===== config.mk =====
export PLATFORM = sky130hd
export DESIGN_NAME = fetch_unit
export DESIGN_NICKNAME = d
export VERILOG_FILES = /design/src/rtl/fetch_unit.sv
export SDC_FILE = /design/constraint.sdc
export NUM_CORES = 1
export LEC_CHECK = 0
export CAP_MARGIN = 5
export CORE_MARGIN = 5
export CORE_UTILIZATION = 40
export DETAILED_ROUTE_END_ITERATION = 8
export GPL_TIMING_DRIVEN = 0
export PLACE_DENSITY_LB_ADDON = 0.08
export SLEW_MARGIN = 20
export SYNTH_ARGS = -nofsm -noshare
export SYNTH_HDL_FRONTEND = slang
export SYNTH_SLANG_ARGS = --single-unit

===== constraint.sdc =====
create_clock -name clk -period 3.25 [get_ports clk]
set_input_delay 0.65 -clock clk [delete_from_list [all_inputs] [get_ports clk]]
set_output_delay 0.65 -clock clk [all_outputs]
set_load 0.1 [all_outputs]

===== src/rtl/fetch_unit.sv =====
// Instruction fetch unit: issues word-aligned fetches, buffers in-order responses
// toward decode, and discards in-flight responses after a pcsrc redirect.
module fetch_unit #(
    parameter logic [31:0] RESET_PC = 32'h0000_0000,
    parameter int unsigned DEPTH    = 2
) (
    input  logic        clk,
    input  logic        rst,
    output logic        imem_req_valid,
    input  logic        imem_req_ready,
    output logic [31:0] imem_addr,
    input  logic        imem_rsp_valid,
    input  logic [31:0] imem_rsp_data,
    input  logic        pcsrc,
    input  logic [31:0] pctarget,
    output logic        instr_valid,
    input  logic        instr_ready,
    output logic [31:0] instr,
    output logic [31:0] pc,
    output logic [31:0] pcplus4,
    output logic [6:0]  op,
    output logic [2:0]  funct3,
    output logic [6:0]  funct7
);

    localparam int unsigned PtrW = (DEPTH > 1) ? $clog2(DEPTH) : 1;
    localparam int unsigned CntW = $clog2(DEPTH + 1);

    typedef enum logic [1:0] {StIdle, StFetch, StFlush} state_e;

    state_e          state_q, state_d;
    logic [31:0]     fetch_pc_q, fetch_pc_d;
    logic [CntW-1:0] live_q, live_d;
    logic [CntW-1:0] drop_q, drop_d;
    logic [CntW-1:0] count_q, count_d;
    logic [PtrW-1:0] head_q, head_d;
    logic [PtrW-1:0] tail_q, tail_d;
    logic [31:0]     buf_data_q [DEPTH];
    logic [31:0]     buf_data_d [DEPTH];
    logic [31:0]     buf_pc_q   [DEPTH];
    logic [31:0]     buf_pc_d   [DEPTH];
    logic            req_valid_q, req_valid_d;
    logic            instr_valid_q, instr_valid_d;

    logic            acc, pop, rsp_ok, rsp_live, push;
    logic [31:0]     rsp_pc;
    logic [CntW+1:0] budget;
    logic            unused_tgt_lsb;

    assign unused_tgt_lsb = ^pctarget[1:0];

    function automatic logic [PtrW-1:0] ptr_inc(input logic [PtrW-1:0] p);
        return (p == PtrW'(DEPTH - 1)) ? '0 : p + 1'b1;
    endfunction

    always_comb begin
        acc      = req_valid_q & imem_req_ready;
        pop      = instr_valid_q & instr_ready;
        rsp_ok   = imem_rsp_valid & ((live_q != '0) | (drop_q != '0));
        // Dropped requests are always older than live ones, so they drain first.
        rsp_live = rsp_ok & (drop_q == '0);
        push     = rsp_live & ~pcsrc;
        // Live requests are consecutive words ending just below fetch_pc.
        rsp_pc   = fetch_pc_q - (32'(live_q) << 2);

        fetch_pc_d = fetch_pc_q;
        if (acc) fetch_pc_d = fetch_pc_q + 32'd4;
        if (pcsrc) fetch_pc_d = {pctarget[31:2], 2'b00};

        if (pcsrc) begin
            live_d = '0;
            drop_d = drop_q + live_q + CntW'(acc) - CntW'(rsp_ok);
        end else begin
            live_d = live_q + CntW'(acc) - CntW'(rsp_live);
            drop_d = drop_q - CntW'(rsp_ok & ~rsp_live);
        end

        buf_data_d = buf_data_q;
        buf_pc_d   = buf_pc_q;
        head_d     = head_q;
        tail_d     = tail_q;
        count_d    = count_q;
        if (pop) begin
            head_d  = ptr_inc(head_q);
            count_d = count_d - 1'b1;
        end
        if (push) begin
            buf_data_d[tail_q] = imem_rsp_data;
            buf_pc_d[tail_q]   = rsp_pc;
            tail_d             = ptr_inc(tail_q);
            count_d            = count_d + 1'b1;
        end
        if (pcsrc) begin
            head_d  = '0;
            tail_d  = '0;
            count_d = '0;
        end

        case (state_q)
            StIdle:           state_d = StFetch;
            StFetch, StFlush: state_d = (drop_d != '0) ? StFlush : StFetch;
            default:          state_d = StIdle;
        endcase

        budget        = (CntW+2)'(live_d) + (CntW+2)'(drop_d) + (CntW+2)'(count_d);
        req_valid_d   = (state_d != StIdle) && (budget < (CntW+2)'(DEPTH));
        instr_valid_d = (count_d != '0);
    end

    always_ff @(posedge clk) begin
        if (!rst) begin
            state_q       <= StIdle;
            fetch_pc_q    <= RESET_PC;
            live_q        <= '0;
            drop_q        <= '0;
            count_q       <= '0;
            head_q        <= '0;
            tail_q        <= '0;
            req_valid_q   <= 1'b0;
            instr_valid_q <= 1'b0;
            for (int unsigned i = 0; i < DEPTH; i++) begin
                buf_data_q[i] <= '0;
                buf_pc_q[i]   <= RESET_PC;
            end
        end else begin
            state_q       <= state_d;
            fetch_pc_q    <= fetch_pc_d;
            live_q        <= live_d;
            drop_q        <= drop_d;
            count_q       <= count_d;
            head_q        <= head_d;
            tail_q        <= tail_d;
            req_valid_q   <= req_valid_d;
            instr_valid_q <= instr_valid_d;
            buf_data_q    <= buf_data_d;
            buf_pc_q      <= buf_pc_d;
        end
    end

    assign imem_req_valid = req_valid_q;
    assign imem_addr      = fetch_pc_q;
    assign instr_valid    = instr_valid_q;
    assign instr          = buf_data_q[head_q];
    assign pc             = buf_pc_q[head_q];
    assign pcplus4        = pc + 32'd4;
    assign op             = instr[6:0];
    assign funct3         = instr[14:12];
    assign funct7         = instr[31:25];

endmodule


Word level (Yosys, flattened, before mapping) --
Cells that the tools add are included.
Word-level totals: register bits 172, input port bits 70, output and inout port bits 147
Cells by class: add/subtract/negate cells 15, $lt $le $gt $ge 4, eq/ne operators 2, multiplexer cells 21, bitwise logic cells 12, reduce and logical (&&, ||, !) cells 12
Operator list (count):
- $mux W32 | 9
- $bwmux W64 | 2
- $add A32 B3 Y32 const B | 2
- $demux W32 S1 | 1
- $sub A32 B4 Y32 | 1
- $mux W2 | 6
- $reduce_bool A2 Y1 | 6
- $not A1 Y2 | 3
- $and A1 B1 Y1 | 5
- $add A2 B1 Y2 | 2
- $add A3 B2 Y4 | 1
- $ge A2 B2 Y1 const B | 2
- $logic_not A2 Y1 | 2
- $lt A4 B2 Y1 const B | 1
- $pmux W2 S2 | 1
- $reduce_or A2 Y1 | 2
- $sub A2 B1 Y2 | 2
- $add A2 B2 Y3 | 1
- $add A1 B1 Y1 const B | 2
- $add A2 B1 Y2 const B | 1
- $add A2 B2 Y2 | 1
- $and A1 B2 Y2 | 1
- $eq A2 B1 Y1 const B | 1
- $eq A2 B2 Y1 const B | 1
- 7 further kinds | 10

Longest topological paths before layout --
Gate-level depths: netlist (run 1).
depth in word-level cells 13, mapped depth 13, depth with buffers taken out 13

Worst setup path before layout (run 1) --
OpenSTA, ideal clock, no wires.
path kind reg2out, from register head_q, to output pcplus4[20], arrival 6372 ps, data required time 2600 ps, path slack -3772 ps, cell stages (with the launch flop) 12, path buffers 5, cell sequence dfxtp_1 > buf_4 > buf_4 > buf_2 > buf_2 > buf_2 > mux2i_1 > inv_1 > ha_1 > nand3_1 > nor4_1 > xnor2_1
Between the ends: cells in the longest elaborated chain, start to end 5
RTL lines:
- start: declaration | RTL line 36 | logic [PtrW-1:0] head_q, head_d;
- start signal: assignment | RTL line 117 | head_q <= '0;
- start signal: assignment | RTL line 131 | head_q <= head_d;
- $not A1 Y2 (implied by the code) | RTL line 144 | assign pc = buf_pc_q[head_q];
- $mux W32 (implied by the code) (3 in a row) | RTL line 144
- net pc[2] | RTL line 19 | output logic [31:0] pc,
- $add A32 B3 Y32 | RTL line 145 | assign pcplus4 = pc + 32'd4;
- end: declaration | RTL line 20 | output logic [31:0] pcplus4,
The timed path passes the listed nets, and every way through them passes these cells. The select of a mux whose other input is x is not followed.

Worst setup path after layout (run 1) --
from register head_q, to output pcplus4[24]
Between the ends: cells in the longest elaborated chain, start to end 5
RTL lines (RTL line):
- $not A1 Y2 (implied by the code) | 144
- $mux W32 (implied by the code) (3 in a row) | 144
- $add A32 B3 Y32 | 145
No other way between the ends. The select of a mux whose other input is x is not followed.

==> metrics.yaml, run 1 <==
worst_setup_path:
  reg2reg_depth: 11
  crit_family: "buffers and inverters"
  path_class: "reg -> out"
  crit_required_ns: 2.60
  reg2reg_to: "imem_req_valid"
  path_max_fanout: 6
  cp_num_buf_inv: 6
  cp_cell_sequence: "buf_8 -> buf_12 -> buf_12 -> buf_12 -> mux2i_4 -> clkinvlp_4 -> ha_4 -> nand3_4 -> nor4_4 -> xor2_4 -> buf_12"
  end_kind: "output port"
  cp_data_arrival_time_ns: 2.72
  start_kind: "flip-flop"
  cpMaxStageDelayCell: "nor4_4"
  cpMostUsedCell: "buf_12"
  r2r_setup_slack_ns: 0.02
  rr_startpoint: "live_q[1]"
  critPathMaxStageDelay_ns: 0.39
timing:
  setup_ws_ns: -0.1229
  fin_crit_sh: 1.038
  tightest_slew_ns: 1.025
  rsz0062_at_grt: "true"
  fmax_mhz: 296.5
  slew_violations: 0
  fin_crit_ns: 3.373
  finClkSkew_ns: 0.007707
  finalHoldViolations: 0
  relSlewSlack: 0.3149
  setup_violations: 10
logic_synthesis:
  syn_area_um2: 8812
  synth_seq_cells: 166
  synth_top_area_cell: "dfxtp_1"
  ys_top_cells_by_area: "dfxtp_1, a21oi_1, nand2_1, mux2_2, xnor2_1"
  synth_edf_count: 0
  synth_ff_type: "dfxtp_1"
  synth_top_area_frac: 0.3771
  async_flop_share: 0
  synth_warnings: 0
  synthCells: 1072
  ys_types: 61
  synth_common_cells: "nand2_1, dfxtp_1, a21oi_1"
  synth_most_common_cell: "nand2_1"
  syn_area_per_cell_um2: 8.220
  ys_seq_area_frac: 0.3771
detailed_routing:
  drtPass1Iterations: 5
  dr_total_vias: 8391
  via_per_inst: 5.113
  wl_per_cell_um: 16.69
  first_iter_violations: 519
  drc: 0
  antenna_left: 0
  wirelength_um: 27380
clocking:
  h-tree-depth: 4
  clkLatencyLatePin_ns: 0.43
  cts_buffer_depth: 2
  root_buffer: "clkbuf_16"
  cts_inserted_buffers: 17
  clkTransAtPathRegs_ns: 0.07
  clock_sinks: 166
  cts_tree: "built"
pwr:
  p_int_uw: 3679
  combinationalPowerShare: 0.257
  swShare: 0.3496
  switchingPower_uw: 1978
  ir_drop_v: 0.0003796
  p_per_area_nw_per_um2: 431.8
  power_frac_clock: 0.356
  p_total_uw: 5657
  leakage_uw: 0.005086
  p_seq_frac: 0.386
finish:
  nets: 1434
  final_area_um2: 13100
  syn_to_final_growth_pct: 48.66
  num_antenna_cells: 0
  final_layout_size_suffix_gt1_frac: 0.2491
grt:
  grt_pass1_vias: 7974
  grt-ovfl-total: 0
  met2_usage: 0.3342
  grt_start_max_net_pins: 18
  antenna_found_initial: 0
  use_met3: 0.04376
  grt.busiest_layer: "met2"
  met1_usage: 0.3063
  grt_pass1_wl_um: 42750
  grt_usage: 0.2132
floorplan:
  start_util: 0.4050
  die_x_um: 158.4
  die_h_um: 158.4
  pin_count: 217
  core_um2: 21760
  rows: 54
  die-area_um2: 25100
min_path:
  hp-start: "buf_data_q[2]"
  whs_endpoint: "buf_data_q[2]"
  holdPathStages: 2
  worstHoldPathType: "reg -> reg"
placed_design:
  place_hpwl_um: 20260
  place.gp.congestion: 0.8647
  dp_slack_ns: -1.276
  port_buffers: 208
  place_area_um2: 11740
flow_run:
  cap_viol_max_count: 0
outcome:
  violations: "negative setup slack"
  status: "finished with violations"
## timing repair
item | 4_1_cts | 5_1_grt
gates cloned | 2 | 0
setup buffers | 26 | 18
setup endpoints to repair | 105 | 42
pin swaps | 23 | 19
hold buffers | 0 | 0
resized for setup | 426 | 33
## layout make-up
type	instances	area (µm²)
inverter	28	108.9
sequential	166	3333
timing repair buffer	253	2603
multi-input combinational	777	5489
buffer	105	630.6
tap	280	350.3
clock buffer	17	425.4
fill	1974	8656
clock inverter	15	160.2
## worst reg2reg max path: stages (launching register included)
cell,delay (ns)
dfxtp_4,0.34
or2_4,0.23
o31a_1,0.28
ha_4,0.22
fa_2,0.35
xnor2_2,0.14
a21oi_2,0.17
xor2_2,0.19
fa_1,0.44
ha_2,0.18
or4_1,0.51
nor2_1,0.09
## power by group through the flow
stage | clock (µW) | sequential (µW) | combinational (µW)
floorplan | 0 | 2430 | 804
global placement | 0 | 2230 | 1370
detailed placement | 0 | 2230 | 1380
CTS | 2050 | 2180 | 1440
global route | 2140 | 2200 | 1550
finish | 2020 | 2190 | 1460
## per-layer routing
layer	share of wire	wire, µm
met1	0.48	13120
met3	0.065	1788
met2	0.45	12290
met5	0	0
met4	0.0070	192
## kinds of logic after synthesis
family / Yosys count / synth area share
flops: 166 / 0.3771
other cells: 1 / 0.0004255
xor+xnor: 92 / 0.09144
mux: 62 / 0.07738
fa+ha+maj: 16 / 0.02527
buf+inv: 134 / 0.07809
simple gates: 367 / 0.2059
compound gates: 234 / 0.1444
## flip-flops by register name, summed over array words and instances (netlist names)
name            count
buf_data_q         64
drop_q              2
count_q             2
imem_req_valid      1
live_q              2
tail_q              1
head_q              1
state_q             2
instr_valid         1
buf_pc_q           60
imem_addr          30
## cell usage in the layout (no fill, tap or decap), types with 30 or more instances in the layout
cell / count
clkbuf_1: 53
o21ai_0: 65
nand2_1: 166
clkdlybuf4s15_2: 43
clkdlybuf4s50_1: 99
buf_4: 67
a21oi_1: 128
nor2_1: 53
dfxtp_1: 162
mux2_2: 48
xor2_1: 30
xnor2_1: 34
## metrics by stage
| stage | TNS, ns | hold WS [ns] | cells | utilization |
|---|---|---|---|---|
| 2_1_floorplan | -16.70 | 0.4329 | 1077 | - |
| 3_3_place_gp | -21.67 | 0.4387 | 1565 | 0.5398 |
| 3_5_place_dp | -21.94 | 0.4451 | 1565 | 0.5398 |
| 4_1_cts | -1.983 | 0.4546 | 1625 | 0.5955 |
| 5_1_grt | -1.771 | 0.4686 | 1641 | 0.6021 |
| 6_report | -0.6339 | 0.4523 | 1641 | 0.6021 |
## worst max path at each step
stage / start / to / slack (ns) / cells past startpoint
finish: head_q / pcplus4[24] / -0.12 / 11
floorplan: head_q / pcplus4[4] / -1.66 / 9
global placement: head_q / pcplus4[24] / -1.26 / 11
detailed placement: head_q / pcplus4[24] / -1.28 / 11
global route: head_q / pcplus4[24] / -0.23 / 11
CTS: head_q / pcplus4[24] / -0.25 / 12
(Power assumes the default switching activity.)
==> inputs of run 2 (changes only) <==
==> constraint.sdc (replaced) <==
create_clock -name clk -period 4.4 [get_ports clk]
set_input_delay 0.88 -clock clk [delete_from_list [all_inputs] [get_ports clk]]
set_output_delay 0.88 -clock clk [all_outputs]
set_load 0.1 [all_outputs]
==> run 2 against run 1 <==
Effect of this change: the flow now finishes without violations; sequential cell count unchanged; critical path depth down 4; via count shrank 0.42%; worst setup slack improved by 0.23 ns; sequential power shrank 26%.
==> metrics.yaml, run 2 (synthesis gave the netlist of run 1 again) <==
timing:
  finalHoldViolations: 0
  relSlewSlack: 0.3118
  slew_violations: 0
  fmax_mhz: 232.9
  fin_crit_sh: 0.9760
  hold_slack_ns: 0.4528
  fin_crit_ns: 4.294
  rsz0062_at_grt: "false"
  setup_violations: 0
  tightest_slew_ns: 1.029
  finClkSkew_ns: 0.009299
clocking:
  cts_inserted_buffers: 17
  h-tree-depth: 4
  clkLatencyLatePin_ns: 0.43
  cts_buffer_depth: 2
  ctsHoldBuffers: 0
  postCtsSetupRepairBufs: 0
  cts_tree: "built"
  root_buffer: "clkbuf_16"
  clock_sinks: 166
  clkTransAtPathRegs_ns: 0.06
worst_setup_path:
  crit_family: "buffers and inverters"
  cp-endpoint: "pcplus4[5]"
  end_kind: "output port"
  cp_num_buf_inv: 5
  start_kind: "flip-flop"
  path_max_fanout: 10
  setup.worst_path.start: "head_q"
  cp_data_arrival_time_ns: 3.41
  reg2reg_depth: 11
  critPathMaxStageDelay_ns: 1.16
  r2r_setup_slack_ns: 0.59
  cpMaxStageDelayCell: "clkdlybuf4s50_1"
  cp_num_cells: 7
  reg2reg_to: "imem_req_valid"
  path_class: "reg -> out"
  cp_cell_sequence: "buf_6 -> buf_6 -> buf_2 -> buf_2 -> mux2_2 -> xor2_1 -> clkdlybuf4s50_1"
  rr_startpoint: "live_q[1]"
  crit_required_ns: 3.52
floorplan:
  die_h_um: 158.4
  pin_count: 217
  die-area_um2: 25100
  start_util: 0.4050
  die_x_um: 158.4
  core_um2: 21760
  rows: 54
detailed_routing:
  dr_total_vias: 8356
  drtPass1Iterations: 5
  antenna_left: 0
  drc: 0
  via_per_inst: 5.232
  first_iter_violations: 511
  wl_per_cell_um: 17.12
  wirelength_um: 27350
finish:
  final_layout_size_suffix_gt1_frac: 0.1473
  final_common_cell: "clkdlybuf4s50_1"
  nets: 1390
  largest_reg_flops: 64
  syn_to_final_growth_pct: 37.58
  multiInputGateArea_um2: 5125
  num_antenna_cells: 0
  ff_latch_area_um2: 3324
  layout_common_cells: "clkdlybuf4s50_1, nand2_1, dfxtp_1"
  final_util: 0.5573
  top_register: "buf_data_q"
  nFillCells: 2102
flow_run:
  cap_viol_max_count: 0
grt:
  grt_pass1_vias: 8018
  grt-ovfl-total: 0
  grt_usage: 0.2162
  grt_start_max_net_pins: 17
  met2_usage: 0.3314
  met1_usage: 0.3153
  antenna_found_initial: 0
  grt.busiest_layer: "met2"
  grt_pass1_wl_um: 43350
  use_met3: 0.04159
placed_design:
  place_hpwl_um: 20500
  place.gp.congestion: 0.8410
  port_buffers: 208
pwr:
  p_total_uw: 4042
  leakage_uw: 0.004530
  p_per_area_nw_per_um2: 333.3
  ir_drop_v: 0.0002555
outcome:
  status: "finished, final reports clean"
min_path:
  worstHoldPathType: "reg -> reg"
[run 2: changes by cell type in the layout (fill, tap and decap cells not counted), sizes merged]
cell and change:
inv -3, clkinvlp -3, buf -65, clkdlybuf4s15 -42, dlymetal6s2s +5, clkdlybuf4s50 +84, bufinv -1, dlygate4sd2 -23
bufbuf -2, clkinv +6
[run 2: how the worst min path moves through the flow]
stage               slack, ns  cells past startpoint              to            from
global placement         0.44                      2  buf_data_q[11]  buf_data_q[11]
floorplan                0.43                      2   buf_data_q[0]   buf_data_q[0]
detailed placement       0.45                      2   buf_data_q[5]   buf_data_q[5]
finish                   0.45                      2   buf_data_q[7]   buf_data_q[7]
CTS                      0.46                      2   buf_data_q[5]   buf_data_q[5]
global route             0.47                      2  buf_data_q[38]  buf_data_q[38]
[run 2: what timing repair did]
action	in CTS	in global routing
resized for setup	65	15
hold endpoints to repair	0	0
setup endpoints to repair	19	14
[run 2: worst register-to-register path, delay by kind of cell, from the launching register on]
family,cells,cell delay (ns)
adder cells (fa/ha/maj),4,1.45
AND/OR/NAND/NOR,3,0.95
XOR/XNOR,2,0.56
AO/OA/AOI/OAI,2,0.43
flip-flops,1,0.37
[run 2: where the power goes]
| group | internal, µW | total (µW) | switching (µW) | leakage (µW) |
|---|---|---|---|---|
| sequential | 1560 | 1610 | 54.3 | 0.00135 |
| combinational | 309 | 1010 | 700 | 0.00292 |
| clock | 751 | 1420 | 668 | 0.000266 |
| total | 2620 | 4040 | 1420 | 0.00453 |
[run 2: area by class of cell]
cell class              count  share of cell area
repair buffers            208              0.1684
clock inverters            14            0.009701
inverters                  28            0.008978
well taps                 280             0.02890
multi-input cells         777              0.4227
plain buffers             106             0.05088
clock buffers              18             0.03622
flip-flops and latches    166              0.2742
[run 2: metrics by stage]
stage          setup TNS (ns)  cell area, µm²  instances  setup WS (ns)
2_1_floorplan          -2.843            9133       1077        -0.7421
3_3_place_gp           -1.882           11560       1565        -0.4306
6_report                    0           12120       1597         0.1055
4_1_cts              -0.01210           12110       1597      -0.008747
5_1_grt                     0           12120       1597        0.02367
3_5_place_dp           -1.801           11560       1565        -0.4281
[run 2: layer usage]
| metal | routed length, µm | part of all wire |
|---|---|---|
| met4 | 320 | 0.012 |
| met2 | 12380 | 0.45 |
| met1 | 13050 | 0.48 |
| met3 | 1596 | 0.058 |
| met5 | 0 | 0 |
==> inputs of run 3 (changes only) <==
--- a/config.mk
+++ b/config.mk
@@ -5,10 +5,12 @@
 export SDC_FILE = /design/constraint.sdc
 export NUM_CORES = 1
 export LEC_CHECK = 0
+export ABC_AREA = 0
 export CAP_MARGIN = 5
 export CORE_MARGIN = 5
 export CORE_UTILIZATION = 40
 export DETAILED_ROUTE_END_ITERATION = 8
+export DONT_BUFFER_PORTS = 1
 export GPL_TIMING_DRIVEN = 0
 export PLACE_DENSITY_LB_ADDON = 0.08
 export SLEW_MARGIN = 20
==> run 3 against run 2 <==
Effect of this change: the flow now finishes with violations (negative setup slack); critical path depth unchanged; via count down 9.7%; non-clock buffer count down 195; first-iteration DRC count down 0.20%; clock-buffer cell count unchanged; routed wire length down 1.4%; critical path type unchanged; largest cell class unchanged; highest routed layer unchanged.
==> metrics.yaml, run 3 (synthesis gave the netlist of run 1 again) <==
outcome:
  status: "finished with violations"
  violations: "negative setup slack"
worst_setup_path:
  critPathMaxStageDelay_ns: 0.80
  path_class: "reg -> out"
  start_kind: "flip-flop"
  cp_num_buf_inv: 2
  crit_required_ns: 3.52
  rr_startpoint: "live_q[1]"
  end_kind: "output port"
  cp_cell_sequence: "buf_8 -> mux2i_4 -> clkinvlp_4 -> ha_4 -> nand3_4 -> nor3_4 -> xnor2_4"
  cpMaxStageDelayCell: "clkinvlp_4"
  setup.worst_path.start: "head_q"
  crit_family: "buffers and inverters"
  path_max_fanout: 7
  cp_data_arrival_time_ns: 3.82
finish:
  layout_common_cells: "nand2_1, dfxtp_1, a21oi_1"
  final_layout_size_suffix_gt1_frac: 0.1943
  nFillCells: 2191
  final_common_cell: "nand2_1"
  syn_to_final_growth_pct: 19.04
  largest_reg_flops: 64
  final_util: 0.4822
  nets: 1195
  final_cell_count_no_fill: 1402
  num_antenna_cells: 0
  top_register: "buf_data_q"
pwr:
  swShare: 0.3636
  ir_drop_v: 0.0002459
  p_per_area_nw_per_um2: 378.1
  leakage_uw: 0.003817
  switchingPower_uw: 1442
  p_int_uw: 2524
  combinationalPowerShare: 0.179
  power_frac_clock: 0.371
  p_seq_frac: 0.450
timing:
  tightest_slew_ns: 1.181
  relSlewSlack: 0.2115
  finalHoldViolations: 0
  finClkSkew_ns: 0.01303
  rsz0062_at_grt: "true"
  finalSetupTns_ns: -3.081
  fin_crit_sh: 1.069
  setup_ws_ns: -0.3034
  setup_violations: 13
  slew_violations: 0
  fin_crit_ns: 4.703
  fmax_mhz: 212.6
  hold_slack_ns: 0.4519
clocking:
  clock_sinks: 166
  root_buffer: "clkbuf_16"
  cts_buffer_depth: 2
  clkTransAtPathRegs_ns: 0.07
  h-tree-depth: 4
  clkLatencyLatePin_ns: 0.44
  cts_inserted_buffers: 17
  cts_tree: "built"
grt:
  grt_usage: 0.2133
  grt_pass1_wl_um: 41970
  grt_pass1_vias: 7436
  grt-ovfl-total: 0
  grt_start_max_net_pins: 19
  antenna_found_initial: 0
placed_design:
  place.gp.congestion: 0.7874
  dp_cells: 1367
  port_buffers: 0
  place_hpwl_um: 20280
detailed_routing:
  drtPass1Iterations: 5
  antenna_left: 0
  wirelength_um: 26970
  drc: 0
  first_iter_violations: 510
  wl_per_cell_um: 19.24
  via_per_inst: 5.381
  dr_total_vias: 7544
floorplan:
  rows: 54
  die-area_um2: 25100
  start_util: 0.4050
  core_um2: 21760
  die_x_um: 158.4
  pin_count: 217
  die_h_um: 158.4
flow_run:
  cap_viol_max_count: 0
min_path:
  hp-start: "buf_data_q[7]"
  worstHoldPathType: "reg -> reg"
==> run 3: cell types whose count changed in the layout (fill, tap and decap cells not counted), sizes merged, moves of 4 or more <==
| cell | delta |
|---|---|
| buf | +4 |
| clkdlybuf4s15 | -4 |
| clkdlybuf4s50 | -183 |
| clkinv | -5 |
| dlygate4sd2 | -4 |
| dlymetal6s2s | -6 |
| inv | +6 |
==> run 3: worst paths after layout <==
check / cells after the start / end / slack, ns
hold reg to reg: 2 / buf_data_q[7] / 0.45
setup / recovery: 7 / pcplus4[30] / -0.30
hold / removal: 2 / buf_data_q[7] / 0.45
setup reg to reg: 11 / imem_req_valid / 0.59
==> run 3: stage by stage <==
| step | cell area [µm²] | total power, µW | worst slack [ns] |
|---|---|---|---|
| global route | 10490 | 4133 | -0.3804 |
| floorplan | 9133 | 2382 | -0.7421 |
| CTS | 10470 | 4000 | -0.4857 |
| detailed placement | 9819 | 2525 | -0.9222 |
| global placement | 9483 | 2506 | -1.204 |
| finish | 10490 | 3966 | -0.3034 |
==> run 3: layer usage <==
metal / routed length [µm] / global-route usage / share of wire
met5: 0 / 0 / 0
met3: 1949 / 0.05463 / 0.072
met1: 12740 / 0.3112 / 0.47
met2: 12050 / 0.3185 / 0.45
met4: 222 / 0.04630 / 0.0082
==> run 3: final cells by class <==
| type | instances | area (µm²) | share of cell area |
|---|---|---|---|
| multi-input combinational | 777 | 5341 | 0.5092 |
| sequential | 166 | 3336 | 0.3180 |
| buffer | 102 | 568.0 | 0.05415 |
| clock buffer | 18 | 439.2 | 0.04187 |
| tap | 280 | 350.3 | 0.03340 |
| timing repair buffer | 17 | 219.0 | 0.02087 |
| clock inverter | 14 | 127.6 | 0.01217 |
| inverter | 28 | 108.9 | 0.01038 |
==> run 3: worst min-delay path: cells and delay by family (launching register included) <==
kind	cells	cell delay [ns]
flops	1	0.31
simple gates	1	0.05
compound gates	1	0.05
==> run 3: repair_timing <==
action,in CTS,in global routing
setup endpoints to repair,18,19
setup buffers,5,2
gates resized for setup,13,9
pin swaps,7,7
cloned,0,0
hold buffers,0,0
==> run 3: power groups by stage <==
stage	clock [µW]	combinational (µW)	sequential, µW
finish	1470	711	1780
global route	1560	778	1790
CTS	1500	714	1780
detailed placement	0	708	1820
global placement	0	690	1820
floorplan	0	585	1800
